$ cat config.mk
export PLATFORM = sky130hd
export DESIGN_NAME = score_bcd_encoder
export DESIGN_NICKNAME = d
export VERILOG_FILES = /design/src/rtl/score_bcd_encoder.sv
export SDC_FILE = /design/constraint.sdc
export NUM_CORES = 1
export LEC_CHECK = 0
export CAP_MARGIN = 20
export CORE_MARGIN = 2
export CORE_UTILIZATION = 47
export DETAILED_ROUTE_END_ITERATION = 8
export PLACE_DENSITY_LB_ADDON = 0.12
export REMOVE_ABC_BUFFERS = 1
export SYNTH_ARGS = -nofsm -noshare
export SYNTH_HDL_FRONTEND = slang
export SYNTH_SLANG_ARGS = --single-unit
$ cat constraint.sdc
create_clock -name clk -period 2.3 [get_ports clk]
set_input_delay 0.345 -clock clk [delete_from_list [all_inputs] [get_ports clk]]
set_output_delay 0.345 -clock clk [all_outputs]
set_load 0.01 [all_outputs]
$ cat src/rtl/score_bcd_encoder.sv
// score_bcd_encoder: iterative binary-to-BCD converter (shift-add-3).
// Turns a binary score into four packed BCD digits for the seven-segment
// scanner. One bit of the score is folded in per SHIFT cycle, and the packed
// result is published only in DONE, so nums never shows a partial value.
//
// Optional build macro: LEADING_ZERO_BLANK_EN
//   When defined, leading zero digits above the units digit are replaced by
//   4'hF, which the scanner shows as a dark digit. The units digit always
//   shows. Timing and handshake are the same in both builds.
module score_bcd_encoder #(
  parameter int BIN_W   = 14,
  parameter int MAX_VAL = 9999
) (
  input  logic             clk,
  input  logic             rst,
  input  logic             start,
  input  logic [BIN_W-1:0] bin,
  output logic [15:0]      nums,
  output logic             busy,
  output logic             done,
  output logic             overflow
);

  // The counter only has to count up to BIN_W-1 SHIFT cycles.
  localparam int CNT_W = (BIN_W > 1) ? $clog2(BIN_W) : 1;

  // The saturation limit at the input width, so the compare is unsigned.
  localparam logic [BIN_W-1:0] MAX_V    = BIN_W'(MAX_VAL);
  localparam logic [CNT_W-1:0] LAST_CNT = CNT_W'(BIN_W - 1);

  typedef enum logic [1:0] {
    IDLE  = 2'd0,
    SHIFT = 2'd1,
    DONE  = 2'd2
  } state_t;

  state_t             state_q;
  logic [BIN_W-1:0]   sh_q;
  logic [15:0]        acc_q;
  logic [CNT_W-1:0]   cnt_q;
  logic [15:0]        nums_q;
  logic               busy_q;
  logic               done_q;
  logic               overflow_q;

  logic [BIN_W-1:0]   binSat;
  logic               binOver;
  logic [15:0]        accAdj;
  logic [16+BIN_W-1:0] shiftVal;
  logic [15:0]        acc_d;
  logic [BIN_W-1:0]   sh_d;
  logic [15:0]        nums_d;

`ifdef LEADING_ZERO_BLANK_EN
  // Blanks zero digits from the thousands down to the tens and stops at the
  // first non-zero digit, so interior zeros (as in 1002) stay visible.
  function automatic logic [15:0] blankLeading(input logic [15:0] v);
    logic [15:0] r;
    r = v;
    if (v[15:12] == 4'd0) begin
      r[15:12] = 4'hF;
      if (v[11:8] == 4'd0) begin
        r[11:8] = 4'hF;
        if (v[7:4] == 4'd0) begin
          r[7:4] = 4'hF;
        end
      end
    end
    return r;
  endfunction
`endif

  // Clamp the incoming score to the largest value four digits can show.
  always_comb begin
    binOver = (bin > MAX_V);
    binSat  = binOver ? MAX_V : bin;
  end

  // One double-dabble step: digits of 5 or more get +3 so that the following
  // left shift carries into the next digit, then the score MSB enters bit 0.
  always_comb begin
    accAdj = acc_q;
    for (int i = 0; i < 4; i++) begin
      if (acc_q[i*4 +: 4] >= 4'd5) begin
        accAdj[i*4 +: 4] = acc_q[i*4 +: 4] + 4'd3;
      end
    end
    shiftVal = {accAdj, sh_q} << 1;
    acc_d    = shiftVal[16+BIN_W-1:BIN_W];
    sh_d     = shiftVal[BIN_W-1:0];
  end

  // The value published to the scanner when a conversion completes.
  always_comb begin
`ifdef LEADING_ZERO_BLANK_EN
    nums_d = blankLeading(acc_q);
`else
    nums_d = acc_q;
`endif
  end

  // Conversion FSM with registered outputs. Reset drops any conversion in
  // flight, and start is ignored outside IDLE.
  always_ff @(posedge clk or posedge rst) begin
    if (rst) begin
      state_q    <= IDLE;
      sh_q       <= '0;
      acc_q      <= '0;
      cnt_q      <= '0;
      nums_q     <= '0;
      busy_q     <= 1'b0;
      done_q     <= 1'b0;
      overflow_q <= 1'b0;
    end else begin
      done_q <= 1'b0;
      case (state_q)
        IDLE: begin
          if (start) begin
            sh_q       <= binSat;
            overflow_q <= binOver;
            acc_q      <= '0;
            cnt_q      <= '0;
            busy_q     <= 1'b1;
            state_q    <= SHIFT;
          end
        end
        SHIFT: begin
          acc_q <= acc_d;
          sh_q  <= sh_d;
          cnt_q <= cnt_q + CNT_W'(1);
          if (cnt_q == LAST_CNT) begin
            busy_q  <= 1'b0;
            state_q <= DONE;
          end
        end
        DONE: begin
          nums_q  <= nums_d;
          done_q  <= 1'b1;
          state_q <= IDLE;
        end
        default: begin
          busy_q  <= 1'b0;
          state_q <= IDLE;
        end
      endcase
    end
  end

  assign nums     = nums_q;
  assign busy     = busy_q;
  assign done     = done_q;
  assign overflow = overflow_q;

endmodule

# Yosys cells after proc, flatten, opt, wreduce, memory -nomap -nowiden
# Cells that the tools add are included.
dict set report word_totals {
  out_inout_bits 19
  regBits 55
  wordCells 48
  inputBits 17
}
dict set report classes {
  order_cmp 5
  n_reduce_logical 6
  add_sub_neg 5
  bitwise_logic 1
  eq_ne 5
  muxes 18
}
# cell n
set ops {}
lappend ops {{case mux 16 bit (2 select lines)} 1}
lappend ops {{2-to-1 mux 14 bit} 2}
lappend ops {{case mux 14 bit (2 select lines)} 1}
lappend ops {{>= comparator 4 x 3 -> 1 bit, second input constant} 4}
lappend ops {{2-to-1 mux 16 bit} 1}
lappend ops {{2-to-1 mux 4 bit} 4}
lappend ops {{greater-than comparator 14 bit, second input constant} 1}
lappend ops {{adder 4 x 2 -> 4 bit, second input constant} 3}
lappend ops {{case mux 4 bit (2 select lines)} 1}
lappend ops {{AND reduction 2 bit} 3}
lappend ops {{adder 4 x 1 -> 4 bit, second input constant} 1}
lappend ops {{== test 4 bit, second input constant} 1}
lappend ops {{2-to-1 mux 2 bit} 2}
lappend ops {{inequality test 2 bit, second input constant} 2}
lappend ops {{case mux 2 bit (2 select lines)} 1}
lappend ops {{adder 3 x 2 -> 3 bit, second input constant} 1}
lappend ops {{2-to-1 mux 1 bit} 3}
lappend ops {{2-to-1 mux 3 bit} 1}
lappend ops {{case mux 1 bit (3 select lines)} 1}
lappend ops {{AND reduction 3 bit} 1}
lappend ops {{== test 2 x 1 -> 1 bit, second input constant} 1}
lappend ops {{== test 2 bit, second input constant} 1}
lappend ops {{logical NOT 2 bit} 1}
lappend ops {{nonzero test 2 bit} 1}
lappend ops {{inverter 1 bit} 1}

# Depth between registers and ports, before layout
dict set report depth {
  depth_word 4
  depth_mapped 6
  depth_no_buf 6
}

# Worst setup path after synthesis
# Ideal clock, no wire load.
dict set report synth_path {
  path_type {flip-flop to flip-flop}
  from {register state_q[1]}
  to {register sh_q[1]}
  n_path_buf 1
  setup_time_ns 0.123
  period_less_slack_ns 1.553
  required_ns 2.177
  path_stages_with_launch 5
  slack_ns 0.747
  arrival_ns 1.430
  path_cell_list {dfrtp_1 or3b_4 or2_1 buf_6 o221a_1}
}
dict set report synth_via {
  elab_chain_cells 3
  elab_cells_between_ends 6
  classes_between {2 x eq/ne; 1 x mux; 3 x reduce/logical}
}
# element line_no
set synth_rtl {}
lappend synth_rtl {{start, declared} 37} ;# state_t state_q;
lappend synth_rtl {{start signal, assigned} 106} ;# state_q <= IDLE;
lappend synth_rtl {{start signal, assigned} 124} ;# state_q <= SHIFT;
lappend synth_rtl {{start signal, assigned} 133} ;# state_q <= DONE;
lappend synth_rtl {{== test 2 x 1 -> 1 bit / logical NOT 2 bit (equally long branches)} 116} ;# case (state_q)
lappend synth_rtl {{nonzero test 2 bit (no source line) / inequality test 2 bit (equally long branches)} n/a}
lappend synth_rtl {{AND reduction 2 bit (no source line)} n/a}
lappend synth_rtl {{end signal, assigned} 119} ;# sh_q <= binSat;
lappend synth_rtl {{end, declared} 38} ;# logic [BIN_W-1:0] sh_q;
# Parallel ways exist; a longest one is shown, timed or not.
# A chain may end at the register's enable or synchronous reset.

# Worst setup path in the final report
dict set report layout_path {
  from {register state_q[0]}
  to {register sh_q[10]}
}
# Same word-level chain as after synthesis.

==> flow_summary.yaml <==
setup_path:
  reg2reg_slack_ns: 0.50
  required_ns: 2.50
  cp-start-kind: "flip-flop"
  crit_fanout: 15
  end_kind: "flip-flop"
  setup.worst_path.class: "reg -> reg"
  arrival_ns: 2.01
finish:
  fillers: 462
  n_antenna_cell: 0
  syn_to_final_growth_pct: 21.6
  drive_above_1_share_pct: 10.1
  nNetsFinal: 284
  stdcell_count: 328
power:
  max-vdd-ir-drop_mv: 0.542
  power.density_mw_per_mm2: 1240
  leakage_nw: 1.38
global_routing:
  antenna_found_initial: 0
  gr-total-overflow: 0
  grt_pass1_vias: 1762
  gr-max-usage-layer: "met2"
  met1_usage_pct: 22.8
  track_usage_pct: 16.8
  met3_usage_pct: 2.47
  grt_max_degree: 56
  grt_first_pass_wirelength_um: 8030
  grt_use_met2_pct: 27.8
cts:
  cts_max_path_buffers: 2
  clock_latency_ns: 0.31
  htreeDepth: 2
  cts_tree: "done"
  cts_setup_buffers: 0
  clockRootBuffer: "clkbuf_8"
  cts-resized-gates: 0
  clk_pin_slew_ns: 0.11
  cts_hold_buf: 0
  cts_sinks: 55
  cts_made_buffers: 5
sta:
  worstMarginPinSlew_ns: 0.576
  maxSlewHeadroom_pct: 61.6
  finalSetupTns_ns: 0
  drv_slew: 0
  fmax_mhz: 554
  setup_violations: 0
  fin_crit_sh_pct: 78.4
  rsz0062_at_grt: "no"
  clock-skew-final_ns: 0.0100
  fin_ws_ns: 0.496
  hold_viol: 0
  fin_crit_ns: 1.80
routing:
  wirelength_um: 4510
  ant_nets: 0
  wl_per_cell_um: 13.8
  firstDrtPassIters: 4
  route.detailed.drc: 0
  via_per_inst: 5.29
  drtIter0Drc: 85
  dr_total_vias: 1734
synth:
  synth_cells: 220
  synth_top_area_share_pct: 55.2
  synth_ff_type: "dfrtp_1"
  async_reset_ff_share_pct: 100
  yosysWarnings: 0
  ys_top_cells_by_area: "dfrtp_1, ha_1, o21ai_0"
  syn-cell-area_mm2: 0.00249
  yosysUniqueCellTypes: 38
  synth_seq_cells: 55
  avgSynthCellArea_um2: 11.3
  synth_edf_count: 0
  yosysMostFrequentCell: "dfrtp_1"
  yosysSeqAreaShare_pct: 55.2
  ys_top_cells_by_count: "dfrtp_1, o21ai_0, inv_1, nand2_1, ha_1"
  yosysTopAreaCell: "dfrtp_1"
placement:
  dpl.cell_count: 320
  place_congestion: 0.777
  port_buffers: 35
  hpwlAfterDp_um: 3140
  pre_cts_slack_ns: 0.215
die:
  die_w_um: 76.9
  start_util_pct: 48.8
  core_mm2: 0.00511
  dieHeight_um: 76.9
  ios: 36
  rows: 26
  die_area_mm2: 0.00591
run_status:
  outcome: "finished, final reports clean"
worst_hold_path:
  hold_path.class: "in -> async"
run:
  drv_cap: 0
[worst paths after layout]
check | depth (start not counted) | end | start
max in group asynchronous | 3 | sh_q[7] | rst
worst max-delay path | 3 | sh_q[10] | state_q[0]
min in group clk | 2 | nums[4] | nums[4]
worst max register to register | 3 | sh_q[10] | state_q[0]
worst min register to register | 2 | nums[4] | nums[4]
worst min-delay path | 3 | acc_q[8] | rst
[final cells by class]
cell class	count	area, µm²	share of cell area [%]
Tap cell	70	87.6	2.89
Clock inverter	3	25.0	0.825
Timing Repair Buffer	41	408	13.4
Sequential cell	55	1380	45.4
Inverter	17	63.8	2.10
Clock buffer	5	68.8	2.27
Multi-Input combinational cell	137	1000	33.1
[critical path, stage by stage, from the launching register on]
cell	delay (ns)
dfrtp_1	0.55
or3b_4	0.48
or2_1	0.38
o221a_2	0.29
[routing by layer]
layer  wire length [µm]  part of all wire (%)  up-vias
met5                  0                     0        -
met4                 57                   1.3        0
met3                129                   2.9        8
met2               2100                    46       31
met1               2230                    49      831
li1                   -                     -      864
[cells by family (layout without fill, tap and decap cells)]
kind of cell             after synthesis  after routing  share of synthesized area (%)
XOR/XNOR                               7              7                           2.46
AO/OA/AOI/OAI                         63             63                           17.5
multiplexers                          12             12                           5.22
adder cells (fa/ha/maj)               10             10                           5.02
buffers and inverters                 28             66                           4.61
flip-flops                            55             55                           55.2
AND/OR/NAND/NOR                       45             45                           10.1
[cell usage in the layout, fill, tap and decap left out, types with 5 or more instances in the layout]
cell,synthesis,final
inv_1,17,16
nand3b_1,6,6
nand2_1,15,15
o22ai_1,6,6
mux2_2,8,8
o221a_1,5,5
buf_4,0,5
xnor2_1,5,5
nand2b_1,5,5
o21ai_0,24,24
ha_1,10,10
dfrtp_1,55,55
clkbuf_8,0,5
clkdlybuf4s50_1,0,35
a21oi_1,6,6
[flip-flops by register name (all words and copies together), names as in the netlist]
signal,cells
acc_q,16
busy,1
cnt_q,4
done,1
nums,16
overflow,1
sh_q,14
state_q,2
[power by group]
group	switching (mW)	internal, mW	total [mW]
combinational	0.735	0.824	1.56
sequential	0.277	1.36	1.64
clock	0.331	0.219	0.550
total	1.34	2.41	3.75
[stage by stage]
step	hold WS, ns	area (µm²)	power [mW]	util (%)
after detailed placement	0.466	2940	3.23	57.5
after global routing	0.420	3030	4.08	59.4
after global placement	0.461	2940	3.18	57.5
final	0.387	3030	3.75	59.4
after floorplan	0.430	2440	2.68	-
after CTS	0.392	3030	3.79	59.4
(Power assumes the default switching activity.)
